$ cat src/rtl/prototype_trainer_if.sv
// prototype_trainer_if: labelled feature-vector input handshake, control/status
// and prototype-memory write port of prototype_trainer.
interface prototype_trainer_if #(
    parameter int N_ELEM = 64,
    parameter int ELEM_W = 4
) ();
    logic                       start;
    logic                       s_valid;
    logic                       s_ready;
    logic [0:N_ELEM*ELEM_W-1]   s_data;
    logic                       s_label;
    logic                       wr_en;
    logic                       wr_sel;
    logic [5:0]                 wr_addr;
    logic [ELEM_W-1:0]          wr_data;
    logic                       busy;
    logic                       done;
    logic [7:0]                 dropped;

    modport master (
        output start, s_valid, s_data, s_label,
        input  s_ready, wr_en, wr_sel, wr_addr, wr_data, busy, done, dropped
    );

    modport slave (
        input  start, s_valid, s_data, s_label,
        output s_ready, wr_en, wr_sel, wr_addr, wr_data, busy, done, dropped
    );
endinterface

$ cat src/rtl/prototype_trainer.sv
// prototype_trainer: accumulates 2^LOG2_SAMPLES labelled vectors per class and
// streams both class means to the prototype memories. Define PROTO_ROUND_EN for round-half-up means.
//
// state     | meaning
// ----------+-------------------------------------------------------------
// S_IDLE    | waiting for start after reset
// S_COLLECT | accepting vectors, summing per class until both classes full
// S_WRITE   | 128 back-to-back prototype writes (healthy, then diseased)
// S_DONE    | prototypes written; waits for the next start
module prototype_trainer #(
    parameter int N_ELEM       = 64,
    parameter int ELEM_W       = 4,
    parameter int LOG2_SAMPLES = 4
) (
    input logic                clk,
    input logic                rst,
    prototype_trainer_if.slave bus
);
    localparam int ACC_W = ELEM_W + LOG2_SAMPLES;
    localparam int CNT_W = LOG2_SAMPLES + 1;
    localparam logic [CNT_W-1:0] FULL      = CNT_W'(1 << LOG2_SAMPLES);
    localparam logic [5:0]       LAST_ADDR = 6'(N_ELEM - 1);

    localparam logic [1:0] S_IDLE    = 2'd0;
    localparam logic [1:0] S_COLLECT = 2'd1;
    localparam logic [1:0] S_WRITE   = 2'd2;
    localparam logic [1:0] S_DONE    = 2'd3;

    logic [1:0]        state_q, state_d;
    logic [ACC_W-1:0]  acc_q [2][N_ELEM];
    logic [ACC_W-1:0]  acc_d [2][N_ELEM];
    logic [CNT_W-1:0]  cnt_q [2];
    logic [CNT_W-1:0]  cnt_d [2];
    logic [7:0]        dropped_q, dropped_d;
    logic              wr_en_q, wr_en_d;
    logic              wr_sel_q, wr_sel_d;
    logic [5:0]        wr_addr_q, wr_addr_d;
    logic [ELEM_W-1:0] wr_data_q, wr_data_d;
    logic              accept;

    // Accumulator never exceeds (2^ELEM_W-1)*2^LOG2_SAMPLES, so the mean fits ELEM_W bits.
    function automatic logic [ELEM_W-1:0] mean(input logic [ACC_W-1:0] a);
        logic [ACC_W:0] t;
`ifdef PROTO_ROUND_EN
        t = {1'b0, a} + (ACC_W+1)'(1 << (LOG2_SAMPLES - 1));
`else
        t = {1'b0, a};
`endif
        return ELEM_W'(t >> LOG2_SAMPLES);
    endfunction

    assign bus.s_ready = (state_q == S_COLLECT);
    assign accept      = bus.s_valid && bus.s_ready;

    always_comb begin
        state_d   = state_q;
        acc_d     = acc_q;
        cnt_d     = cnt_q;
        dropped_d = dropped_q;
        wr_en_d   = 1'b0;
        wr_sel_d  = wr_sel_q;
        wr_addr_d = wr_addr_q;
        wr_data_d = wr_data_q;
        case (state_q)
            S_IDLE, S_DONE: begin
                if (bus.start) begin
                    state_d   = S_COLLECT;
                    acc_d     = '{default: '0};
                    cnt_d     = '{default: '0};
                    dropped_d = '0;
                end
            end
            S_COLLECT: begin
                if (accept) begin
                    if (cnt_q[bus.s_label] < FULL) begin
                        for (int i = 0; i < N_ELEM; i++) begin
                            acc_d[bus.s_label][i] = acc_q[bus.s_label][i]
                                + ACC_W'(bus.s_data[i*ELEM_W +: ELEM_W]);
                        end
                        cnt_d[bus.s_label] = cnt_q[bus.s_label] + CNT_W'(1);
                    end else if (dropped_q != 8'hFF) begin
                        dropped_d = dropped_q + 8'd1;
                    end
                end
                // First write is issued on the same edge, from the freshly updated sums.
                if (cnt_d[0] == FULL && cnt_d[1] == FULL) begin
                    state_d   = S_WRITE;
                    wr_en_d   = 1'b1;
                    wr_sel_d  = 1'b0;
                    wr_addr_d = '0;
                    wr_data_d = mean(acc_d[0][0]);
                end
            end
            S_WRITE: begin
                if (wr_sel_q && wr_addr_q == LAST_ADDR) begin
                    state_d = S_DONE;
                end else begin
                    wr_en_d   = 1'b1;
                    wr_sel_d  = wr_sel_q | (wr_addr_q == LAST_ADDR);
                    wr_addr_d = (wr_addr_q == LAST_ADDR) ? 6'd0 : wr_addr_q + 6'd1;
                    wr_data_d = mean(acc_q[wr_sel_d][wr_addr_d]);
                end
            end
            default: state_d = S_IDLE;
        endcase
    end

    always_ff @(posedge clk) begin
        if (rst) begin
            state_q   <= S_IDLE;
            acc_q     <= '{default: '0};
            cnt_q     <= '{default: '0};
            dropped_q <= '0;
            wr_en_q   <= 1'b0;
            wr_sel_q  <= 1'b0;
            wr_addr_q <= '0;
            wr_data_q <= '0;
        end else begin
            state_q   <= state_d;
            acc_q     <= acc_d;
            cnt_q     <= cnt_d;
            dropped_q <= dropped_d;
            wr_en_q   <= wr_en_d;
            wr_sel_q  <= wr_sel_d;
            wr_addr_q <= wr_addr_d;
            wr_data_q <= wr_data_d;
        end
    end

    assign bus.wr_en   = wr_en_q;
    assign bus.wr_sel  = wr_sel_q;
    assign bus.wr_addr = wr_addr_q;
    assign bus.wr_data = wr_data_q;
    assign bus.busy    = (state_q == S_COLLECT) || (state_q == S_WRITE);
    assign bus.done    = (state_q == S_DONE);
    assign bus.dropped = dropped_q;
endmodule

$ cat src/flat_wrapper.sv
// flat-port wrapper written by rule: the top's interface ports become plain ports
module prototype_trainer_flat 
#(
    parameter int N_ELEM       = 64,
    parameter int ELEM_W       = 4,
    parameter int LOG2_SAMPLES = 4
)
  (clk, rst, bus_start, bus_s_valid, bus_s_data, bus_s_label, bus_s_ready, bus_wr_en, bus_wr_sel, bus_wr_addr, bus_wr_data, bus_busy, bus_done, bus_dropped);
  prototype_trainer_if #(.N_ELEM(N_ELEM), .ELEM_W(ELEM_W)) bus_i ();
  input logic clk;
  input logic rst;
  input wire logic [$bits(bus_i.start)-1:0] bus_start;
  input wire logic [$bits(bus_i.s_valid)-1:0] bus_s_valid;
  input wire logic [$bits(bus_i.s_data)-1:0] bus_s_data;
  input wire logic [$bits(bus_i.s_label)-1:0] bus_s_label;
  output wire logic [$bits(bus_i.s_ready)-1:0] bus_s_ready;
  output wire logic [$bits(bus_i.wr_en)-1:0] bus_wr_en;
  output wire logic [$bits(bus_i.wr_sel)-1:0] bus_wr_sel;
  output wire logic [$bits(bus_i.wr_addr)-1:0] bus_wr_addr;
  output wire logic [$bits(bus_i.wr_data)-1:0] bus_wr_data;
  output wire logic [$bits(bus_i.busy)-1:0] bus_busy;
  output wire logic [$bits(bus_i.done)-1:0] bus_done;
  output wire logic [$bits(bus_i.dropped)-1:0] bus_dropped;
  assign bus_i.start = bus_start;
  assign bus_i.s_valid = bus_s_valid;
  assign bus_i.s_data = bus_s_data;
  assign bus_i.s_label = bus_s_label;
  assign bus_s_ready = bus_i.s_ready;
  assign bus_wr_en = bus_i.wr_en;
  assign bus_wr_sel = bus_i.wr_sel;
  assign bus_wr_addr = bus_i.wr_addr;
  assign bus_wr_data = bus_i.wr_data;
  assign bus_busy = bus_i.busy;
  assign bus_done = bus_i.done;
  assign bus_dropped = bus_i.dropped;
  prototype_trainer #(.N_ELEM(N_ELEM), .ELEM_W(ELEM_W), .LOG2_SAMPLES(LOG2_SAMPLES)) u_core (.clk(clk), .rst(rst), .bus(bus_i));
endmodule
$ cat config.mk
export PLATFORM = sky130hd
export DESIGN_NAME = prototype_trainer_flat
export DESIGN_NICKNAME = d
export VERILOG_FILES = /design/src/rtl/prototype_trainer_if.sv /design/src/rtl/prototype_trainer.sv /design/src/flat_wrapper.sv
export SDC_FILE = /design/constraint.sdc
export NUM_CORES = 2
export LEC_CHECK = 0
export ABC_AREA = 0
export BUFFER_PORTS_ARGS = -buffer_cell sky130_fd_sc_hd__buf_2
export CELL_PAD_IN_SITES_DETAIL_PLACEMENT = 0
export CELL_PAD_IN_SITES_GLOBAL_PLACEMENT = 1
export CORE_MARGIN = 2
export CORE_UTILIZATION = 25
export CTS_CLUSTER_SIZE = 24
export DETAILED_ROUTE_END_ITERATION = 16
export GPL_TIMING_DRIVEN = 0
export MAX_ROUTING_LAYER = met4
export PLACE_DENSITY = 0.6
export SLEW_MARGIN = 30
export SYNTH_ARGS = -nofsm -noshare
export SYNTH_HDL_FRONTEND = slang
export SYNTH_SLANG_ARGS = --single-unit
$ cat constraint.sdc
create_clock -name clk -period 10.4 [get_ports clk]
set_clock_uncertainty 0.1 [all_clocks]
set_input_delay 1.04 -clock clk [delete_from_list [all_inputs] [get_ports clk]]
set_output_delay 1.04 -clock clk [all_outputs]
set_load 0.005 [all_outputs]
==> metrics.md <==
| Metric | Value |
|---|---|
| Post-cts resize count | 0 |
| Final Setup Violations | 0 |
| Setup_tns | 0 ns |
| Clock power frac | 0.353 |
| Worst Path Max Fanout | 11 |
| Hold crit path type | register to register |
| Gpl congestion | 0.985 |
| Fin crit period | 7.94 ns |
| I/O pins | 284 |
| Crit path cell chain | buf_2 > buf_2 > buf_2 > buf_2 > buf_2 > buf_2 > clkbuf_2 > buf_16 > buf_1 > mux2_2 > ha_1 > fa_1 > a21o_1 > a21oi_1 > nand2b_1 > xnor2_1 > o21ai_0 > a32oi_1 > o311ai_0 > o31a_1 |
| Combinational power share | 0.348 |
| Filler cell count | 24,900 |
| FMAX | 0.126 GHz |
| Sw frac | 0.436 |
| R2R setup slack | 5.00 ns |
| CTS Root Cell | clkbuf_16 |
| Rel. slew slack | 0.209 |
| P_int | 7.90 mW |
| Final hold viol count | 0 |
| Critical Path RT | 10.98 ns |
| Post-synth EDFFs | 0 |
| Endpoint type of the worst setup path | register |
| CP Launch Type | input port |
| DRT Pass-1 Iters | 6 |
| VDD IR-drop max | 0.251 mV |
| Dpl cells | 10,300 |
| Cells after Synth | 6,833 |
| Area Overhead vs Synth | 18.1% |
| Worst slack at placement | 1.99 ns |
| Share of post-route cells with drive strength above 1 | 0.127 |
| FF-to-FF Start | u_core.bus.wr_addr[0] |
| Top delay family on crit path | buffers and inverters |
| Clk slew on worst S/H paths | 0.06 ns |
| Sinks on Clock Net | 1,056 |
| Critical Path Stages | 20 |
| Antenna violations before repair | 38 |
| Crit. Startpoint | bus_s_label |
| CORE AREA | 0.235 mm2 |
| Switch Pwr | 6.11 mW |
| Synth warnings | 0 |
| Synthesized area | 0.0590 mm2 |
| Final Cycle Share | 0.763 |
| Remaining DRCs | 0 |
| PortBufs | 281 |
| Routed Antenna Nets | 0 |
| Detailed Route Iter0 Violations | 5,755 |
| DR vias/cell | 5.34 |
| Hold bufs inserted after CTS | 0 |
| Fin nets | 7,860 |
| Max Cap Viol | 0 |
| Primary FF master, synth | dfxtp_1 |
| WP buf/inv | 9 |
| Last element of the critical path | u_core.bus.wr_data[2] |
| Final Instance Area | 0.0697 mm2 |
| Most frequent cells in the layout | dfxtp_1 (1,056), nor2_1 (944), a22oi_1 (655) |
| Clk_lat worst skew | 0.82 ns |
| CTS Buf Count | 135 |
| Vias in the first global route | 54,600 |
| P per Cell Area | 201 mW/mm2 |
| R2R depth | 11 |
| Vias post-DR | 56,300 |
| Final Max Tran Viols | 0 |
| CTS Buffer Depth | 3 |
| Die width | 490 um |
| Total grt overflow | 0 |
| Critical path class | input port to register |
| Total routed wirelength | 291,000 um |
| Setup bufs post-CTS | 0 |
| Critical Path AT | 8.52 ns |
| Post-DP Area | 0.0651 mm2 |
| Distinct cells, synth | 71 |
| H-tree level count | 4 |
| Post-DP HPWL | 216,000 um |
| Post-synth ARST share | 0 |
| Seq pwr share | 0.299 |
| Average wire per standard cell | 27.6 um |
| Slowest cell delay on critical path | 0.75 ns |
| Crit-path slowest cell | buf_1 |
| Die height | 490 um |
| Die ar. | 0.240 mm2 |
| Leak | 27.6 nW |
| Synth Area per Inst | 8.64 um2 |
| Total global-route track usage | 0.239 |
| Register bit total from synthesis | 1,056 |
| Syn_nets | 7,420 |
| Outcome | finished clean |
| Commonest non-fill, non-tap cell in the layout | dfxtp_1 |
| Worst Slack Setup Final | 2.46 ns |
| Initial Utilization | 0.251 |
| Crit path top cell by count | buf_2 |
| Std-Cell Rows | 178 |
| RSZ-0062 raised after global routing | false |
| Power Total | 14.0 mW |
| CTS tree | built |
| Non-filler cells, final | 10,600 |
| Least-Margin Pin Slew | 1.19 ns |
| Register area share after synthesis | 0.358 |
| Reg-to-Reg End | u_core.bus.wr_data[1] |
| Largest net degree at the start of global routing | 17 |
| First-pass GRT wire length | 407,000 um |
-- registers in the layout, summed over array words and instances (netlist names) --
register	flops
u_core.bus.wr_addr	6
u_core.acc_q	1024
u_core.bus.wr_data	4
u_core.cnt_q	10
u_core.bus.wr_sel	1
u_core.state_q	2
u_core.bus.dropped	8
u_core.bus.wr_en	1
-- area by class of cell --
cell class | instances | area, um2 | area share
Antenna cell | 25 | 62.6 | 0.000897
Buffer | 544 | 2240 | 0.0322
Sequential cell | 1056 | 21100 | 0.303
Multi-Input combinational cell | 4961 | 34800 | 0.499
Clock buffer | 203 | 4070 | 0.0583
Timing Repair Buffer | 303 | 1940 | 0.0279
Tap cell | 3150 | 3940 | 0.0565
Inverter | 272 | 1020 | 0.0146
Clock inverter | 36 | 502 | 0.00720
-- per-stage QoR --
step	utilization	hold slack, ns
2_1_floorplan	-	0.328
3_3_place_gp	0.274	0.334
3_5_place_dp	0.277	0.342
4_1_cts	0.296	0.349
5_1_grt	0.297	0.367
6_report	0.297	0.347
-- logic make-up after synthesis --
| kind of cell | synth area share |
|---|---|
| multiplexers | 0.123 |
| adder cells (fa/ha/maj) | 0.0772 |
| AND/OR/NAND/NOR | 0.135 |
| buffers and inverters | 0.0533 |
| AO/OA/AOI/OAI | 0.194 |
| flip-flops | 0.358 |
| XOR/XNOR | 0.0584 |
-- worst min-delay path, delay by kind of cell, from the launching register on --
kind	cells	cell delay [ns]
flip-flops	1	0.31
AO/OA/AOI/OAI	1	0.05
AND/OR/NAND/NOR	1	0.05
-- power groups by stage --
stage          clock network, mW  registers (mW)  logic, mW
5_1_grt                     5.17            4.20       5.03
3_5_place_dp                   0            4.28       4.78
2_1_floorplan                  0            4.27       2.16
4_1_cts                     5.02            4.19       4.80
6_report                    4.94            4.19       4.88
3_3_place_gp                   0            4.28       4.64
-- cells in the mapped netlist, drive strengths merged (199+ instances only) --
cell | number | area [um2]
clkbuf | 435 | 1630
xnor2 | 199 | 1740
dfxtp | 1056 | 21100
mux2 | 216 | 2430
nand2 | 208 | 781
nor3 | 398 | 1990
inv | 272 | 1020
ha | 262 | 3280
mux2i | 394 | 3940
a22oi | 655 | 4920
nor2 | 945 | 3550
a21oi | 597 | 3000
-- how the worst min path moves through the flow --
stage | startpoint | to | slack (ns) | cells past startpoint
floorplan | u_core.acc_q[0] | u_core.acc_q[0] | 0.33 | 2
global placement | u_core.acc_q[104] | u_core.acc_q[104] | 0.33 | 2
detailed placement | u_core.acc_q[688] | u_core.acc_q[688] | 0.34 | 2
CTS | u_core.acc_q[688] | u_core.acc_q[688] | 0.35 | 2
global route | u_core.acc_q[408] | u_core.acc_q[408] | 0.37 | 2
finish | u_core.acc_q[584] | u_core.acc_q[584] | 0.35 | 2
-- metal layers --
layer / global-route usage / vias to the layer above / wire, um
met3: 0.0431 / 566 / 21900
li1: - / 25300 / -
met4: 0.112 / 0 / 14500
met5: - / - / 0
met2: 0.358 / 2308 / 128000
met1: 0.310 / 28200 / 127000
(Power assumes the default switching activity.)
